`config.mk`:
```
export PLATFORM = sky130hd
export DESIGN_NAME = multicycle_control
export DESIGN_NICKNAME = d
export VERILOG_FILES = /design/src/rtl/mc_ctrl_pkg.sv /design/src/rtl/mc_opcode_class.sv /design/src/rtl/multicycle_control.sv
export SDC_FILE = /design/constraint.sdc
export NUM_CORES = 1
export LEC_CHECK = 0
export BUFFER_PORTS_ARGS = -buffer_cell sky130_fd_sc_hd__buf_2
export CAP_MARGIN = 20
export CORE_UTILIZATION = 45
export DETAILED_ROUTE_END_ITERATION = 10
export GPL_TIMING_DRIVEN = 0
export PLACE_DENSITY_LB_ADDON = 0.1
export SLEW_MARGIN = 15
export SYNTH_ARGS = -nofsm -noshare
export SYNTH_HDL_FRONTEND = slang
export SYNTH_HIERARCHICAL = 1
export SYNTH_SLANG_ARGS = --single-unit
```
`constraint.sdc`:
```
create_clock -name clk -period 1.42 [get_ports clk]
set_input_delay 0.213 -clock clk [delete_from_list [all_inputs] [get_ports clk]]
set_output_delay 0.213 -clock clk [all_outputs]
set_load 0.01 [all_outputs]
```
`src/rtl/mc_ctrl_pkg.sv`:
```
// mc_ctrl_pkg: shared types and encodings for the multi-cycle MIPS sequencer.
// Optional feature macro: JAL_EN (adds the JAL state and decode of opcode 3).
package mc_ctrl_pkg;

  // Sequencer states; JAL only exists when the jump-and-link feature is built in.
  typedef enum logic [3:0] {
    S_IDLE     = 4'd0,
    S_FETCH    = 4'd1,
    S_DECODE   = 4'd2,
    S_MEM_ADDR = 4'd3,
    S_MEM_RD   = 4'd4,
    S_LOAD_WB  = 4'd5,
    S_MEM_WR   = 4'd6,
    S_EXEC_R   = 4'd7,
    S_R_WB     = 4'd8,
    S_EXEC_I   = 4'd9,
    S_I_WB     = 4'd10,
    S_BRANCH   = 4'd11,
`ifdef JAL_EN
    S_JUMP     = 4'd12,
    S_JAL      = 4'd13
`else
    S_JUMP     = 4'd12
`endif
  } state_t;

  // Instruction classes produced by the opcode decoder.
  typedef enum logic [2:0] {
    CLS_MEM     = 3'd0,
    CLS_RTYPE   = 3'd1,
    CLS_BRANCH  = 3'd2,
    CLS_IMM     = 3'd3,
    CLS_JUMP    = 3'd4,
    CLS_JAL     = 3'd5,
    CLS_ILLEGAL = 3'd6
  } op_class_t;

  // Opcodes (IR[31:26]).
  localparam logic [5:0] OP_RTYPE = 6'd0;
  localparam logic [5:0] OP_J     = 6'd2;
  localparam logic [5:0] OP_JAL   = 6'd3;
  localparam logic [5:0] OP_BEQ   = 6'd4;
  localparam logic [5:0] OP_ADDI  = 6'd8;
  localparam logic [5:0] OP_ORI   = 6'd13;
  localparam logic [5:0] OP_LW    = 6'd35;
  localparam logic [5:0] OP_SW    = 6'd43;

  // ALU operation select.
  localparam logic [1:0] ALU_ADD   = 2'b00;
  localparam logic [1:0] ALU_SUB   = 2'b01;
  localparam logic [1:0] ALU_FUNCT = 2'b10;
  localparam logic [1:0] ALU_OR    = 2'b11;

  // ALU B operand select.
  localparam logic [1:0] SRCB_B       = 2'b00;
  localparam logic [1:0] SRCB_FOUR    = 2'b01;
  localparam logic [1:0] SRCB_IMM     = 2'b10;
  localparam logic [1:0] SRCB_IMM_SH2 = 2'b11;

  // Next-PC source select.
  localparam logic [1:0] PCSRC_ALU    = 2'b00;
  localparam logic [1:0] PCSRC_ALUOUT = 2'b01;
  localparam logic [1:0] PCSRC_JUMP   = 2'b10;

  // Register-file destination select.
  localparam logic [1:0] DST_RT = 2'b00;
  localparam logic [1:0] DST_RD = 2'b01;
  localparam logic [1:0] DST_RA = 2'b10;

  // Register-file write data select.
  localparam logic [1:0] M2R_ALUOUT = 2'b00;
  localparam logic [1:0] M2R_MDR    = 2'b01;
  localparam logic [1:0] M2R_PC     = 2'b10;

  // Immediate ALU op: ori uses OR, addi (and anything else) adds.
  function automatic logic [1:0] imm_alu_op(input logic [5:0] op);
    logic [1:0] res;
    if (op == OP_ORI) begin
      res = ALU_OR;
    end else begin
      res = ALU_ADD;
    end
    return res;
  endfunction

endpackage

```
`src/rtl/mc_opcode_class.sv`:
```
// mc_opcode_class: combinational opcode -> instruction class and legal flag.
// Optional feature macro: JAL_EN (opcode 3 decodes to CLS_JAL, else illegal).
module mc_opcode_class
  import mc_ctrl_pkg::*;
(
  input  logic [5:0] opcode,
  output op_class_t  op_class,
  output logic       legal
);

  // Classify the opcode; anything unrecognised is flagged illegal.
  always_comb begin
    op_class = CLS_ILLEGAL;
    legal    = 1'b1;
    case (opcode)
      OP_LW, OP_SW:    op_class = CLS_MEM;
      OP_RTYPE:        op_class = CLS_RTYPE;
      OP_BEQ:          op_class = CLS_BRANCH;
      OP_ADDI, OP_ORI: op_class = CLS_IMM;
      OP_J:            op_class = CLS_JUMP;
`ifdef JAL_EN
      OP_JAL:          op_class = CLS_JAL;
`endif
      default: begin
        op_class = CLS_ILLEGAL;
        legal    = 1'b0;
      end
    endcase
  end

endmodule

```
`src/rtl/multicycle_control.sv`:
```
// multicycle_control: multi-cycle MIPS sequencer driving all datapath strobes.
// Optional feature macro: JAL_EN (jump-and-link support via the JAL state).
module multicycle_control
  import mc_ctrl_pkg::*;
(
  input  logic       clk,
  input  logic       rst_n,
  input  logic [5:0] opcode,
  input  logic       mem_ready,
  output logic       pc_write,
  output logic       pc_write_cond,
  output logic       ior_d,
  output logic       mem_read,
  output logic       mem_write,
  output logic       ir_write,
  output logic       reg_write,
  output logic       alu_src_a,
  output logic [1:0] reg_dst,
  output logic [1:0] mem_to_reg,
  output logic [1:0] alu_src_b,
  output logic [1:0] alu_op,
  output logic [1:0] pc_source,
  output logic       instr_done,
  output logic       illegal_op
);

  state_t    state;
  state_t    state_next;
  op_class_t op_class;
  logic      legal;

  mc_opcode_class u_class (
    .opcode   (opcode),
    .op_class (op_class),
    .legal    (legal)
  );

  // State register; reset abandons any instruction in flight.
  always_ff @(posedge clk or negedge rst_n) begin
    if (!rst_n) begin
      state <= S_IDLE;
    end else begin
      state <= state_next;
    end
  end

  // Next-state and strobe decode; memory-wait states hold until mem_ready.
  always_comb begin
    state_next    = state;
    pc_write      = 1'b0;
    pc_write_cond = 1'b0;
    ior_d         = 1'b0;
    mem_read      = 1'b0;
    mem_write     = 1'b0;
    ir_write      = 1'b0;
    reg_write     = 1'b0;
    alu_src_a     = 1'b0;
    reg_dst       = DST_RT;
    mem_to_reg    = M2R_ALUOUT;
    alu_src_b     = SRCB_B;
    alu_op        = ALU_ADD;
    pc_source     = PCSRC_ALU;
    instr_done    = 1'b0;
    illegal_op    = 1'b0;
    case (state)
      S_IDLE: begin
        state_next = S_FETCH;
      end
      S_FETCH: begin
        mem_read  = 1'b1;
        alu_src_b = SRCB_FOUR;
        if (mem_ready) begin
          ir_write   = 1'b1;
          pc_write   = 1'b1;
          state_next = S_DECODE;
        end else begin
          state_next = S_FETCH;
        end
      end
      S_DECODE: begin
        // Precompute the branch target into ALUOut while decoding.
        alu_src_b = SRCB_IMM_SH2;
        if (!legal) begin
          illegal_op = 1'b1;
          instr_done = 1'b1;
          state_next = S_FETCH;
        end else begin
          case (op_class)
            CLS_MEM:    state_next = S_MEM_ADDR;
            CLS_RTYPE:  state_next = S_EXEC_R;
            CLS_BRANCH: state_next = S_BRANCH;
            CLS_IMM:    state_next = S_EXEC_I;
            CLS_JUMP:   state_next = S_JUMP;
`ifdef JAL_EN
            CLS_JAL:    state_next = S_JAL;
`endif
            default:    state_next = S_FETCH;
          endcase
        end
      end
      S_MEM_ADDR: begin
        alu_src_a = 1'b1;
        alu_src_b = SRCB_IMM;
        if (opcode == OP_LW) begin
          state_next = S_MEM_RD;
        end else begin
          state_next = S_MEM_WR;
        end
      end
      S_MEM_RD: begin
        mem_read = 1'b1;
        ior_d    = 1'b1;
        if (mem_ready) begin
          state_next = S_LOAD_WB;
        end else begin
          state_next = S_MEM_RD;
        end
      end
      S_LOAD_WB: begin
        reg_write  = 1'b1;
        reg_dst    = DST_RT;
        mem_to_reg = M2R_MDR;
        instr_done = 1'b1;
        state_next = S_FETCH;
      end
      S_MEM_WR: begin
        mem_write = 1'b1;
        ior_d     = 1'b1;
        if (mem_ready) begin
          instr_done = 1'b1;
          state_next = S_FETCH;
        end else begin
          state_next = S_MEM_WR;
        end
      end
      S_EXEC_R: begin
        alu_src_a  = 1'b1;
        alu_src_b  = SRCB_B;
        alu_op     = ALU_FUNCT;
        state_next = S_R_WB;
      end
      S_R_WB: begin
        reg_write  = 1'b1;
        reg_dst    = DST_RD;
        mem_to_reg = M2R_ALUOUT;
        instr_done = 1'b1;
        state_next = S_FETCH;
      end
      S_EXEC_I: begin
        alu_src_a  = 1'b1;
        alu_src_b  = SRCB_IMM;
        alu_op     = imm_alu_op(opcode);
        state_next = S_I_WB;
      end
      S_I_WB: begin
        reg_write  = 1'b1;
        reg_dst    = DST_RT;
        mem_to_reg = M2R_ALUOUT;
        instr_done = 1'b1;
        state_next = S_FETCH;
      end
      S_BRANCH: begin
        alu_src_a     = 1'b1;
        alu_src_b     = SRCB_B;
        alu_op        = ALU_SUB;
        pc_write_cond = 1'b1;
        pc_source     = PCSRC_ALUOUT;
        instr_done    = 1'b1;
        state_next    = S_FETCH;
      end
      S_JUMP: begin
        pc_write   = 1'b1;
        pc_source  = PCSRC_JUMP;
        instr_done = 1'b1;
        state_next = S_FETCH;
      end
`ifdef JAL_EN
      S_JAL: begin
        // PC already holds PC+4 here, which is the link value.
        pc_write   = 1'b1;
        pc_source  = PCSRC_JUMP;
        reg_write  = 1'b1;
        reg_dst    = DST_RA;
        mem_to_reg = M2R_PC;
        instr_done = 1'b1;
        state_next = S_FETCH;
      end
`endif
      default: begin
        state_next = S_IDLE;
      end
    endcase
  end

endmodule
```
==> summary.md, run 1 <==
| Metric | Value |
|---|---|
| Cell variety after synth | 44 |
| Antenna violations before repair | 0 |
| Chip Height | slightly above 40 µm |
| Post-DP Area | around 860 µm² |
| Largest net degree at the start of global routing | 11 |
| Post-synthesis register bit count | 4 |
| Share of the yosys chip area belonging to registers | roughly 14% |
| FP Rows | 13 |
| Hpwl dp | approximately 1300 µm |
| CTS Root Buffer Type | clkbuf_4 |
| Synth Instances | 92 |
| Synth Cell Area | 701 µm² |
| # H-tree levels | 1 |
| Gp weighted congestion | 0.799 |
| Max Root-Sink Buffers | 2 |
| CTS buffer count | 3 |
| Avg Inst Size Synth | roughly 7.6 µm² |
| Status | did not finish |
| Error Message | [ERROR DPL-0033] detailed placement checks failed during check placement. |
| Yosys top cell area share | approximately 14% |
| Pre-CTS setup slack | -0.330 ns |
| Post-GRT worst EP | alu_op[1] |
| CTS sink count | 4 |
| DIE WIDTH | 41.5 µm |
| Starting Density | between 50% and 60% |
| Top cells by area, synth | dfrtp_1 (14%), buf_4 (6.4%), a21oi_1 (5.7%), nand2_1 (3.8%), and4bb_1 (3.6%) |
| Failed at | global routing |
| Worst EP kind | primary output |
| Port bufs | 26 |
| Ys Warns | 6 |
| Yosys top cell by area | dfrtp_1 |
| Boundary Pins | 29 |
-- synthesized netlist by cell type --
library cell,count
nor4bb_1,2
nand3_1,4
and4bb_1,2
nor4b_1,2
nand4_1,1
and4b_1,1
a21oi_1,8
buf_6,2
inv_1,1
nor3_1,5
and3b_1,2
nand2_1,7
buf_2,1
dfrtp_1,4
nor2_1,6
o32ai_1,1
a31oi_1,2
or3_1,1
o21bai_1,2
a211o_1,1
a211oi_2,1
o2111ai_1,1
nor3b_2,1
conb_1,1
nor2_2,1
nor3_2,1
o21ai_0,2
o41ai_2,1
a32oi_1,1
inv_2,1
or2_0,1
o21ai_1,2
nand3b_1,1
and2b_1,1
o31ai_2,1
o21a_1,1
xnor2_1,2
nor3b_1,1
nand2b_1,3
and3_1,1
mux2i_1,2
buf_4,6
a32o_1,1
nor2b_1,3
-- stage by stage --
| stage | util, % | setup TNS [ns] | cells |
|---|---|---|---|
| after CTS | 80.7 | -1.44 | 151 |
| after floorplan | - | 0 | 93 |
| after global placement | 62.9 | -0.574 | 134 |
| after detailed placement | 62.9 | -0.658 | 134 |
-- timing repair --
item,4_1_cts
buffers inserted,13
hold endpoints to repair,4
setup endpoints to repair,18
hold buffers,1
gates resized for setup,26
pin swaps,11
-- cells by family after synthesis --
group	count (synthesis)	synth area share [%]
compound gates	25	25.9
xor+xnor	2	2.50
buf+inv	11	11.4
flops	4	14.3
mux	2	2.86
other cells	1	0.535
simple gates	47	42.5
==> run 2, diff against run 1 <==
- CORE_AREA: not set -> 2 2 63 65
- CORE_UTILIZATION: 45 -> not set
- DIE_AREA: not set -> 0 0 65 67
- PLACE_DENSITY_LB_ADDON: 0.1 -> 0.15
==> summary.md, run 2 <==
| Metric | Value |
|---|---|
| Status | complete, but fails checks (was did not finish) |
| Failing checks | negative setup slack |
| # fillers | between 300 and 400 |
| GRT Max-Usage Layer | met2 |
| Fin. max-slew vios | 0 |
| Leakage | 0.612 nW |
| Fin. Hold Viols | 0 |
| Drt drc | 0 |
| Register area | just over 100 µm² |
| Port bufs | 26 (unchanged) |
| Pre-CTS setup slack | -0.355 ns (was -0.330 ns) |
| Avg Inst Size Synth | 7.62 µm² (unchanged) |
| CTS buffer count | 3 (unchanged) |
| Most frequent cells in the layout | buf_4 (21), buf_2 (19), buf_6 (12) |
| Core Util, Final | between 30% and 40% |
| Cell variety after synth | 44 (unchanged) |
| Largest net degree at the start of global routing | 11 |
| Worst flop-to-flop path startpoint | state[1] |
| Yosys top cell by area | dfrtp_1 (unchanged) |
| Chip Height | 67 µm (was 41.5 µm) |
| Worst IR Drop VDD | 0.000426 V |
| Yosys top cell area share | 14.3% (unchanged) |
| CP Class | input port to output port |
| Final worst path period need | 1.62 ns |
| Share of the yosys chip area belonging to registers | 14.3% (unchanged) |
| DR iter-0 viols | 41 |
| Synth Instances | 92 (unchanged) |
| Worst setup EP type | output port |
| R2r worst-path depth | 7 |
| DRT Pass-1 Iters | 4 |
| Hpwl dp | 1630 µm (was 1340 µm) |
| Boundary Pins | 29 (unchanged) |
| HP Class | input port to async pin |
| DR vias | between 800 and 900 |
| Number of flip-flops in the largest register | 4 |
| Worst-Skew Late Latency | between 0.2 and 0.25 ns |
| Area delta synth->final | 85.9% |
| Ys Warns | 6 (unchanged) |
| Critical path cell sequence | buf_6 > nand3b_1 > o31ai_4 > a32o_2 > nor4b_4 > a211oi_2 > nand2_1 > buf_2 |
| Starting Density | 19.4% (was 51.3%) |
| Total gr overflow | 0 |
| # setup viols final | 15 |
| # H-tree levels | 1 (unchanged) |
| Tcrit/Tclk final | 114% |
| CP required | about 1.2 ns |
| CTS Root Buffer Type | clkbuf_8 (was clkbuf_4) |
| Layout cells sized above 1 | approximately three fifths |
| Critical Path Slowest Stage Cell | a32o_2 |
| FP Rows | 22 (was 13) |
| DR WL/cell | ~12 µm |
| Post-route ant nets | 0 |
| Area of the multi-input gates | between 600 and 700 µm² |
| Top_reg_cell synth | dfrtp_1 (unchanged) |
| Top cells by area, synth | dfrtp_1 (14%), buf_4 (6.4%), a21oi_1 (5.7%), nand2_1 (3.8%), and4bb_1 (3.6%) (unchanged) |
| Gp weighted congestion | 0.762 (was 0.799) |
| Setup TNS | -1.36 ns |
| Max stage delay on crit path | 0.30 ns |
| Total Wirelength | ~2200 µm |
| Post-synthesis register bit count | 4 (unchanged) |
| All-layer global routing usage | 11.2% |
| Most frequent cells after synthesis | a21oi_1 (8), nand2_1 (7), buf_4 (6), nor2_1 (6), nor3_1 (5) (unchanged) |
| Post-synth ARST share | 100% (unchanged) |
| Most common cell after layout, fill and taps aside | buf_4 |
| Post-DP Area | 901 µm² (was 860 µm²) |
| Biggest register | state |
| CTS sink count | 4 (unchanged) |
| Post-synth EDFFs | 0 (unchanged) |
| Post-layout worst setup margin | -0.199 ns |
| Worst-path clk slew | around 0.03 ns |
| Biggest regs | state (4) |
| Routing usage on met3 | under 10% |
| Synth Cell Area | 701 µm² (unchanged) |
| Max cap viols | 0 |
| Max Root-Sink Buffers | 2 (unchanged) |
| Crit path DAT | around 1.4 ns |
| Layout Nets | 154 |
| Via density | about 4.6 |
| Worst setup startpoint | opcode[5] |
| DIE WIDTH | 65 µm (was 41.5 µm) |
| Max Clk Rate | between 600 and 700 MHz |
| GR Util met2 | ~18% |
| Power per cell area | roughly 1600 mW/mm² |
| RSZ-0062 raised after global routing | true |
| Critical path peak fanout | 8 |
| Clock Skews | ~0.0027 ns |
| Count leader, synth | a21oi_1 (unchanged) |
| CTS tree | done |
| Core area | between 0.003 and 0.004 mm² |
| Vias in the first global route | 816 |
| Global-route wire length before repair | 3800 µm |
| N_diodes | 0 |
| Antenna violations before repair | 0 |
| CP Launch Type | input port |
| Final instance area | approximately 0.0013 mm² |
| Hold slack | around 0.33 ns |
| Grt met1 use | about 15% |
| DIE AREA | 0.00436 mm² |
## run 2: cell counts after synthesis
No cell type changed its count.
## run 2: cells by family after synthesis
| group | share of synthesized area, % |
|---|---|
| xor+xnor | 2.50 |
| buf+inv | 11.4 |
| other cells | 0.535 |
| simple gates | 42.5 |
| mux | 2.86 |
| flops | 14.3 |
| compound gates | 25.9 |
## run 2: worst paths after layout
check                                   to  slack, ns
worst max-delay path            instr_done      -0.20
worst min-delay path              state[1]       0.33
worst max register to register    state[0]       0.07
worst min register to register    state[0]       0.70
max in group asynchronous         state[3]       0.95
min in group clk                  state[0]       0.40
## run 2: per-layer routing
layer	wire (µm)	vias to the layer above
li1	-	444
met1	1030	405
met2	1060	26
met3	128	2
met4	12	0
met5	0	-
## run 2: layout make-up
type	instances	share of cell area [%]
clock buffer	3	3.17
multi-input combinational	78	49.0
inverter	2	0.576
sequential	4	7.88
tap	48	4.61
timing repair buffer	47	27.6
buffer	9	7.20
## run 2: worst max-delay path: cells and delay by family
family,cells,cell delay (ns)
buf+inv,2,0.24
simple gates,3,0.47
compound gates,3,0.48
## run 2: timing repair
action	4_1_cts	5_1_grt
pin swaps	12	10
cloned	0	0
hold buffers	1	0
buffers inserted	13	7
endpoints found under the setup margin	18	19
gates resized for setup	31	19
endpoints found under the hold margin	4	0
## run 2: report_power, final
part           internal, mW  switching [mW]  total [mW]
combinational         0.828           0.766        1.59
sequential            0.165          0.0496       0.214
clock                 0.180          0.0542       0.234
## run 2: through the flow
stage          cells  power (mW)
5_1_grt          191        2.20
4_1_cts          184        1.94
3_3_place_gp     167        1.31
2_1_floorplan     93       0.965
3_5_place_dp     167        1.31
6_report         191        2.04
No activity file was read; power rests on OpenSTA's default activity.
==> run 3, diff against run 2 <==
- SYNTH_HIERARCHICAL: 1 -> not set
==> summary.md, run 3 <==
| Metric | Value |
|---|---|
| Status | complete, but fails checks (unchanged) |
| Failing checks | negative setup slack (unchanged) |
| Register area | 103 µm² (unchanged) |
| Starting Density | 16.4% (was 19.4%) |
| Power per cell area | 1890 mW/mm² (was 1570 mW/mm²) |
| HP Class | input port to async pin (unchanged) |
| DR iter-0 viols | 32 (was 41) |
| Post-route ant nets | 0 (unchanged) |
| Yosys top cell area share | 16.9% (was 14.3%) |
| Port bufs | 26 (unchanged) |
| RSZ-0062 raised after global routing | true (unchanged) |
| Chip Height | 67 µm (unchanged) |
| Largest net degree at the start of global routing | 11 (unchanged) |
| Main combinational cell family by area after synthesis | simple AND/OR/NAND/NOR gates (unchanged) |
| CTS sink count | 4 (unchanged) |
| GRT Max-Usage Layer | met2 (unchanged) |
| Fin. Hold Viols | 0 (unchanged) |
| # H-tree levels | 1 (unchanged) |
| FP Rows | 22 (unchanged) |
| Synthesized-area fraction occupied by adder cells | 1.90% (was 0%) |
| Biggest regs | state (4) (unchanged) |
| Yosys top cell by area | dfrtp_1 (unchanged) |
| Top cells by area, synth | dfrtp_1 (17%), nor2_1 (7.6%), nand2b_1 (5.3%), nand2_1 (5.1%), nor4_1 (4.2%) (was dfrtp_1 (14%), buf_4 (6.4%), a21oi_1 (5.7%), nand2_1 (3.8%), and4bb_1 (3.6%)) |
| Biggest register | state (unchanged) |
| N_diodes | 0 (unchanged) |
| Drt drc | 0 (unchanged) |
| Gp weighted congestion | 0.758 (was 0.762) |
| Worst-path clk slew | 0.03 ns (about the same) |
| Max Root-Sink Buffers | 2 (unchanged) |
| Routing usage on met3 | 2.87% (was 2.70%) |
| Post-synthesis register bit count | 4 (unchanged) |
| Post-synthesis mux area share | 3.38% (was 2.86%) |
| Final worst path period need | 1.71 ns (was 1.62 ns) |
| Critical path peak fanout | 10 (was 8) |
| Count leader, synth | nor2_1 (was a21oi_1) |
| Max Clk Rate | 585 MHz (was 618 MHz) |
| Via density | 4.52 (was 4.59) |
| Share of the yosys chip area belonging to registers | 16.9% (was 14.3%) |
| Core Util, Final | 36.4% (was 36.1%) |
| Worst reg2reg path endpoint | state[1] (was state[0]) |
| Top_reg_cell synth | dfrtp_1 (unchanged) |
| Complex-gate fraction of the synthesized area | 25.8% (was 25.9%) |
| Most frequent cells in the layout | buf_2 (20), buf_4 (19), buf_6 (18) (was buf_4 (21), buf_2 (19), buf_6 (12)) |
| Tcrit/Tclk final | 120% (was 114%) |
| Boundary Pins | 29 (unchanged) |
| DIE AREA | 0.00436 mm² (unchanged) |
| Clock Skews | 0.00278 ns (was 0.00274 ns) |
| Post-synth EDFFs | 0 (unchanged) |
| Antenna violations before repair | 0 (unchanged) |
| CTS Root Buffer Type | clkbuf_8 (unchanged) |
| Ys Warns | 0 (was 6) |
| Worst-Skew Late Latency | 0.21 ns (was 0.22 ns) |
| Synth Cell Area | 592 µm² (was 701 µm²) |
| DIE WIDTH | 65 µm (unchanged) |
| Fin. max-slew vios | 0 (unchanged) |
| Total Wirelength | 2380 µm (was 2240 µm) |
| Core area | 0.00361 mm² (unchanged) |
| Post-synth ARST share | 100% (unchanged) |
| DR WL/cell | 12.6 µm (was 11.7 µm) |
| Flop-to-flop setup slack | -0.03 ns (was 0.07 ns) |
| Post-layout worst setup margin | -0.289 ns (was -0.199 ns) |
| Layout cells sized above 1 | 68.1% (was 58.0%) |
| # setup viols final | 17 (was 15) |
| Hold slack | 0.331 ns (was 0.334 ns) |
| Cell variety after synth | 38 (was 44) |
| Xor/xnor share of the synthesized area | 1.48% (was 2.50%) |
| Crit path DAT | 1.50 ns (was 1.41 ns) |
| Synth Instances | 86 (was 92) |
| Max cap viols | 0 (unchanged) |
| Area delta synth->final | 122% (was 85.9%) |
| Most frequent cells after synthesis | nor2_1 (12), nand2_1 (8), nand2b_1 (5) (was a21oi_1 (8), nand2_1 (7), buf_4 (6), nor2_1 (6), nor3_1 (5)) |
| CP Launch Type | flip-flop (was input port) |
| Leakage | 0.608 nW (was 0.612 nW) |
| CTS buffer count | 3 (unchanged) |
| Hpwl dp | 1480 µm (was 1630 µm) |
| Total gr overflow | 0 (unchanged) |
| R2r worst-path depth | 5 (was 7) |
| CP Class | flip-flop to output port (was input port to output port) |
| # fillers | 378 (was 386) |
| Worst IR Drop VDD | 0.000523 V (was 0.000426 V) |
| DR vias | 854 (was 877) |
| CP required | 1.21 ns (about the same) |
| GR Util met2 | 17.3% (was 17.7%) |
| DRT Pass-1 Iters | 4 (unchanged) |
| Worst flop-to-flop path startpoint | state[0] (was state[1]) |
| Area of the multi-input gates | 614 µm² (was 638 µm²) |
| Global-route wire length before repair | 3500 µm (was 3800 µm) |
| All-layer global routing usage | 10.3% (was 11.2%) |
| CTS tree | done (unchanged) |
| Layout Nets | 152 (was 154) |
| Grt met1 use | 13.1% (was 15.3%) |
| Most common cell after layout, fill and taps aside | buf_2 (was buf_4) |
| Avg Inst Size Synth | 6.88 µm² (was 7.62 µm²) |
| Number of flip-flops in the largest register | 4 (unchanged) |
| Worst setup EP type | output port (unchanged) |
| Vias in the first global route | 739 (was 816) |
| Synth Area in Simple Gates | 40.8% (was 42.5%) |
-- run 3: cell count changes in the layout (fill, tap and decap cells not counted), sizes merged, moves of 3 or more --
| cell | previous run | this run |
|---|---|---|
| nand3 | 4 | 1 |
| or4 | 0 | 3 |
| a21oi | 8 | 2 |
| nor2 | 7 | 12 |
| buf | 55 | 59 |
| nor4 | 0 | 4 |
-- run 3: cells by family after synthesis --
logic type / count (synthesis)
compound gates: 20
xor+xnor: 1
fa+ha+maj: 1
buf+inv: 11
flops: 4
mux: 2
other cells: 1
simple gates: 46
-- run 3: routing by layer --
layer,vias up,wire length (µm)
met3,2,159
met1,391,1020
met2,36,1180
li1,425,-
met4,0,19
met5,-,0
-- run 3: through the flow --
| step | TNS, ns | power (mW) | setup WS (ns) | instance area [µm²] | std cells |
|---|---|---|---|---|---|
| 6_report | -2.20 | 2.48 | -0.289 | 1310 | 189 |
| 2_1_floorplan | 0 | 0.873 | 0.0322 | 599 | 87 |
| 3_5_place_dp | -0.952 | 1.21 | -0.220 | 790 | 161 |
| 3_3_place_gp | -1.03 | 1.22 | -0.215 | 790 | 161 |
| 5_1_grt | -3.24 | 2.64 | -0.354 | 1310 | 189 |
| 4_1_cts | -1.64 | 1.83 | -0.282 | 1040 | 173 |
-- run 3: worst max-delay path, stage by stage (launching register included) --
cell and delay (ns):
dfrtp_2 0.45, buf_6 0.17, and3_4 0.17, nor4_4 0.24, o31ai_1 0.10, buf_2 0.15
-- run 3: timing repair --
| action | CTS | global route |
|---|---|---|
| hold buffers | 1 | 0 |
| setup endpoints to repair | 17 | 20 |
| pin swaps | 4 | 9 |
| endpoints found under the hold margin | 4 | 0 |
| gates resized for setup | 42 | 36 |
| buffers inserted | 9 | 16 |
| cloned | 0 | 1 |
-- run 3: how the worst max path moves through the flow --
stage,startpoint,end,slack [ns]
after global placement,opcode[1],instr_done,-0.21
final,state[3],instr_done,-0.29
after floorplan,state[2],instr_done,0.03
after global routing,state[2],instr_done,-0.35
after detailed placement,opcode[1],instr_done,-0.22
after CTS,state[1],instr_done,-0.28
-- run 3: report_power, final --
part	internal, mW	switching [mW]
combinational	1.12	0.874
sequential	0.166	0.0877
clock	0.180	0.0540
total	1.46	1.02
-- run 3: cell type report --
class | instances | area share [%]
repair buffers | 52 | 30.4
plain buffers | 8 | 6.58
clock buffers | 3 | 3.15
inverters | 2 | 0.573
well taps | 48 | 4.58
multi-input cells | 72 | 46.9
flip-flops and latches | 4 | 7.82
==> run 4, diff against run 3 <==
- MAX_ROUTING_LAYER: not set -> met4
- SKIP_CTS_REPAIR_TIMING: not set -> 1
==> summary.md, run 4 (synthesis gave the netlist of run 3 again) <==
| Metric | Value |
|---|---|
| Crit path DAT | 1.51 ns (was 1.50 ns) |
| Hold slack | 0.332 ns (was 0.331 ns) |
| CTS sink count | 4 (unchanged) |
| DR WL/cell | 12.4 µm (was 12.6 µm) |
| Port bufs | 26 (unchanged) |
| Antenna violations before repair | 0 (unchanged) |
| Critical Path Slowest Stage Cell | dfrtp_1 (was dfrtp_2) |
| Power per cell area | 1820 mW/mm² (was 1890 mW/mm²) |
| Worst reg2reg path endpoint | state[0] (was state[1]) |
| CTS tree | done (unchanged) |
| CTS Root Buffer Type | clkbuf_8 (unchanged) |
| Layout cells sized above 1 | 56.0% (was 68.1%) |
| CTS buffer count | 3 (unchanged) |
| Critical path cell sequence | buf_6 > nor2b_4 > and3_4 > nor4_4 > o31ai_1 > buf_2 (was buf_6 > and3_4 > nor4_4 > o31ai_1 > buf_2) |
| CP Launch Type | flip-flop (unchanged) |
| Post-route ant nets | 0 (unchanged) |
| Biggest regs | state (4) (unchanged) |
| Final std cells w/o fill | 173 (was 189) |
| Status | complete, but fails checks (unchanged) |
| Max Clk Rate | 581 MHz (was 585 MHz) |
| Flop-to-flop setup slack | 0.07 ns (was -0.03 ns) |
| Worst-path clk slew | 0.03 ns (about the same) |
| Most common cell after layout, fill and taps aside | buf_2 (unchanged) |
| Final instance area | 0.00101 mm² (was 0.00131 mm²) |
| Vias in the first global route | 637 (was 739) |
| # H-tree levels | 1 (unchanged) |
| Chip Height | 67 µm (unchanged) |
| Total gr overflow | 0 (unchanged) |
| Cells after DPL | 161 (unchanged) |
| Max stage delay on crit path | 0.39 ns (was 0.45 ns) |
| Drt drc | 0 (unchanged) |
| FP Rows | 22 (unchanged) |
| Worst setup startpoint | state[1] (was state[3]) |
| Core area | 0.00361 mm² (unchanged) |
| Via density | 4.42 (was 4.52) |
| Post-layout worst setup margin | -0.301 ns (was -0.289 ns) |
| Boundary Pins | 29 (unchanged) |
| Critical path peak fanout | 5 (was 10) |
| DR vias | 765 (was 854) |
| Hpwl dp | 1480 µm (unchanged) |
| Final worst path period need | 1.72 ns (was 1.71 ns) |
| Gp weighted congestion | 0.767 (was 0.758) |
| Pre-CTS setup slack | -0.220 ns (unchanged) |
| Fin. Hold Viols | 0 (unchanged) |
| RSZ-0062 raised after global routing | true (unchanged) |
| R2r worst-path depth | 5 (unchanged) |
| All-layer global routing usage | 8.81% (was 10.3%) |
| Max cap viols | 0 (unchanged) |
| Biggest register | state (unchanged) |
| Leakage | 0.483 nW (was 0.608 nW) |
| HP Class | input port to async pin (unchanged) |
| Tcrit/Tclk final | 121% (was 120%) |
| DRT Pass-1 Iters | 4 (unchanged) |
| DIE WIDTH | 65 µm (unchanged) |
| Global-route wire length before repair | 2880 µm (was 3500 µm) |
| # setup viols final | 18 (was 17) |
| Max Root-Sink Buffers | 2 (unchanged) |
| Worst IR Drop VDD | 0.000406 V (was 0.000523 V) |
| Fin. max-slew vios | 0 (unchanged) |
| Number of flip-flops in the largest register | 4 (unchanged) |
| Crit path to | instr_done (unchanged) |
| Power Total | 1.83 mW (was 2.48 mW) |
| CP Class | flip-flop to output port (unchanged) |
| Layout Nets | 136 (was 152) |
| Post-DP Area | 790 µm² (unchanged) |
| CP required | 1.21 ns (about the same) |
| Most frequent cells in the layout | buf_2 (27), buf_4 (13), nor2_1 (8), nand2_1 (8), nor2_2 (4) (was buf_2 (20), buf_4 (19), buf_6 (18)) |
| Failing checks | negative setup slack (unchanged) |
| Starting Density | 16.4% (unchanged) |
| Area delta synth->final | 70.6% (was 122%) |
| Worst flop-to-flop path startpoint | state[1] (was state[0]) |
| Worst setup EP type | output port (unchanged) |
| DR iter-0 viols | 23 (was 32) |
| Largest net degree at the start of global routing | 11 (unchanged) |
| Worst-Skew Late Latency | 0.21 ns (about the same) |
| Clock Skews | 0.00280 ns (was 0.00278 ns) |
| DIE AREA | 0.00436 mm² (unchanged) |
| Total Wirelength | 2150 µm (was 2380 µm) |
| N_diodes | 0 (unchanged) |
| Core Util, Final | 28.0% (was 36.4%) |
| Setup TNS | -2.30 ns (was -2.20 ns) |
run 4: routing by layer:
metal | vias up | track usage [%] | routed length (µm)
li1 | 395 | - | -
met1 | 346 | 11.8 | 1020
met2 | 24 | 12.8 | 988
met3 | 0 | 2.70 | 141
met4 | 0 | 2.39 | 0
met5 | - | - | 0
run 4: critical path, delay by kind of cell (launching register included):
kind / cells / cell delay, ns
AND/OR/NAND/NOR: 3 / 0.52
flip-flops: 1 / 0.39
buffers and inverters: 2 / 0.29
AO/OA/AOI/OAI: 1 / 0.10
run 4: layout make-up:
| type | instances | area (µm²) |
|---|---|---|
| fill | 412 | 2600 |
| multi-input combinational | 72 | 522 |
| timing repair buffer | 36 | 205 |
| sequential | 4 | 103 |
| buffer | 8 | 71.3 |
| tap | 48 | 60.1 |
| clock buffer | 3 | 41.3 |
| inverter | 2 | 7.51 |
run 4: how the worst min path moves through the flow:
stage	startpoint	to	slack (ns)	depth (start not counted)
after floorplan	rst_n	state[0]	-0.08	0
after global placement	rst_n	state[3]	0.02	1
after detailed placement	rst_n	state[3]	0.02	1
after CTS	rst_n	state[1]	-0.21	1
after global routing	rst_n	state[1]	0.36	2
final	rst_n	state[1]	0.33	2
run 4: where the power goes:
part / total, mW / switching (mW) / internal [mW]
clock network: 0.233 / 0.0532 / 0.180
logic: 1.36 / 0.702 / 0.663
registers: 0.235 / 0.0688 / 0.166
total: 1.83 / 0.824 / 1.01
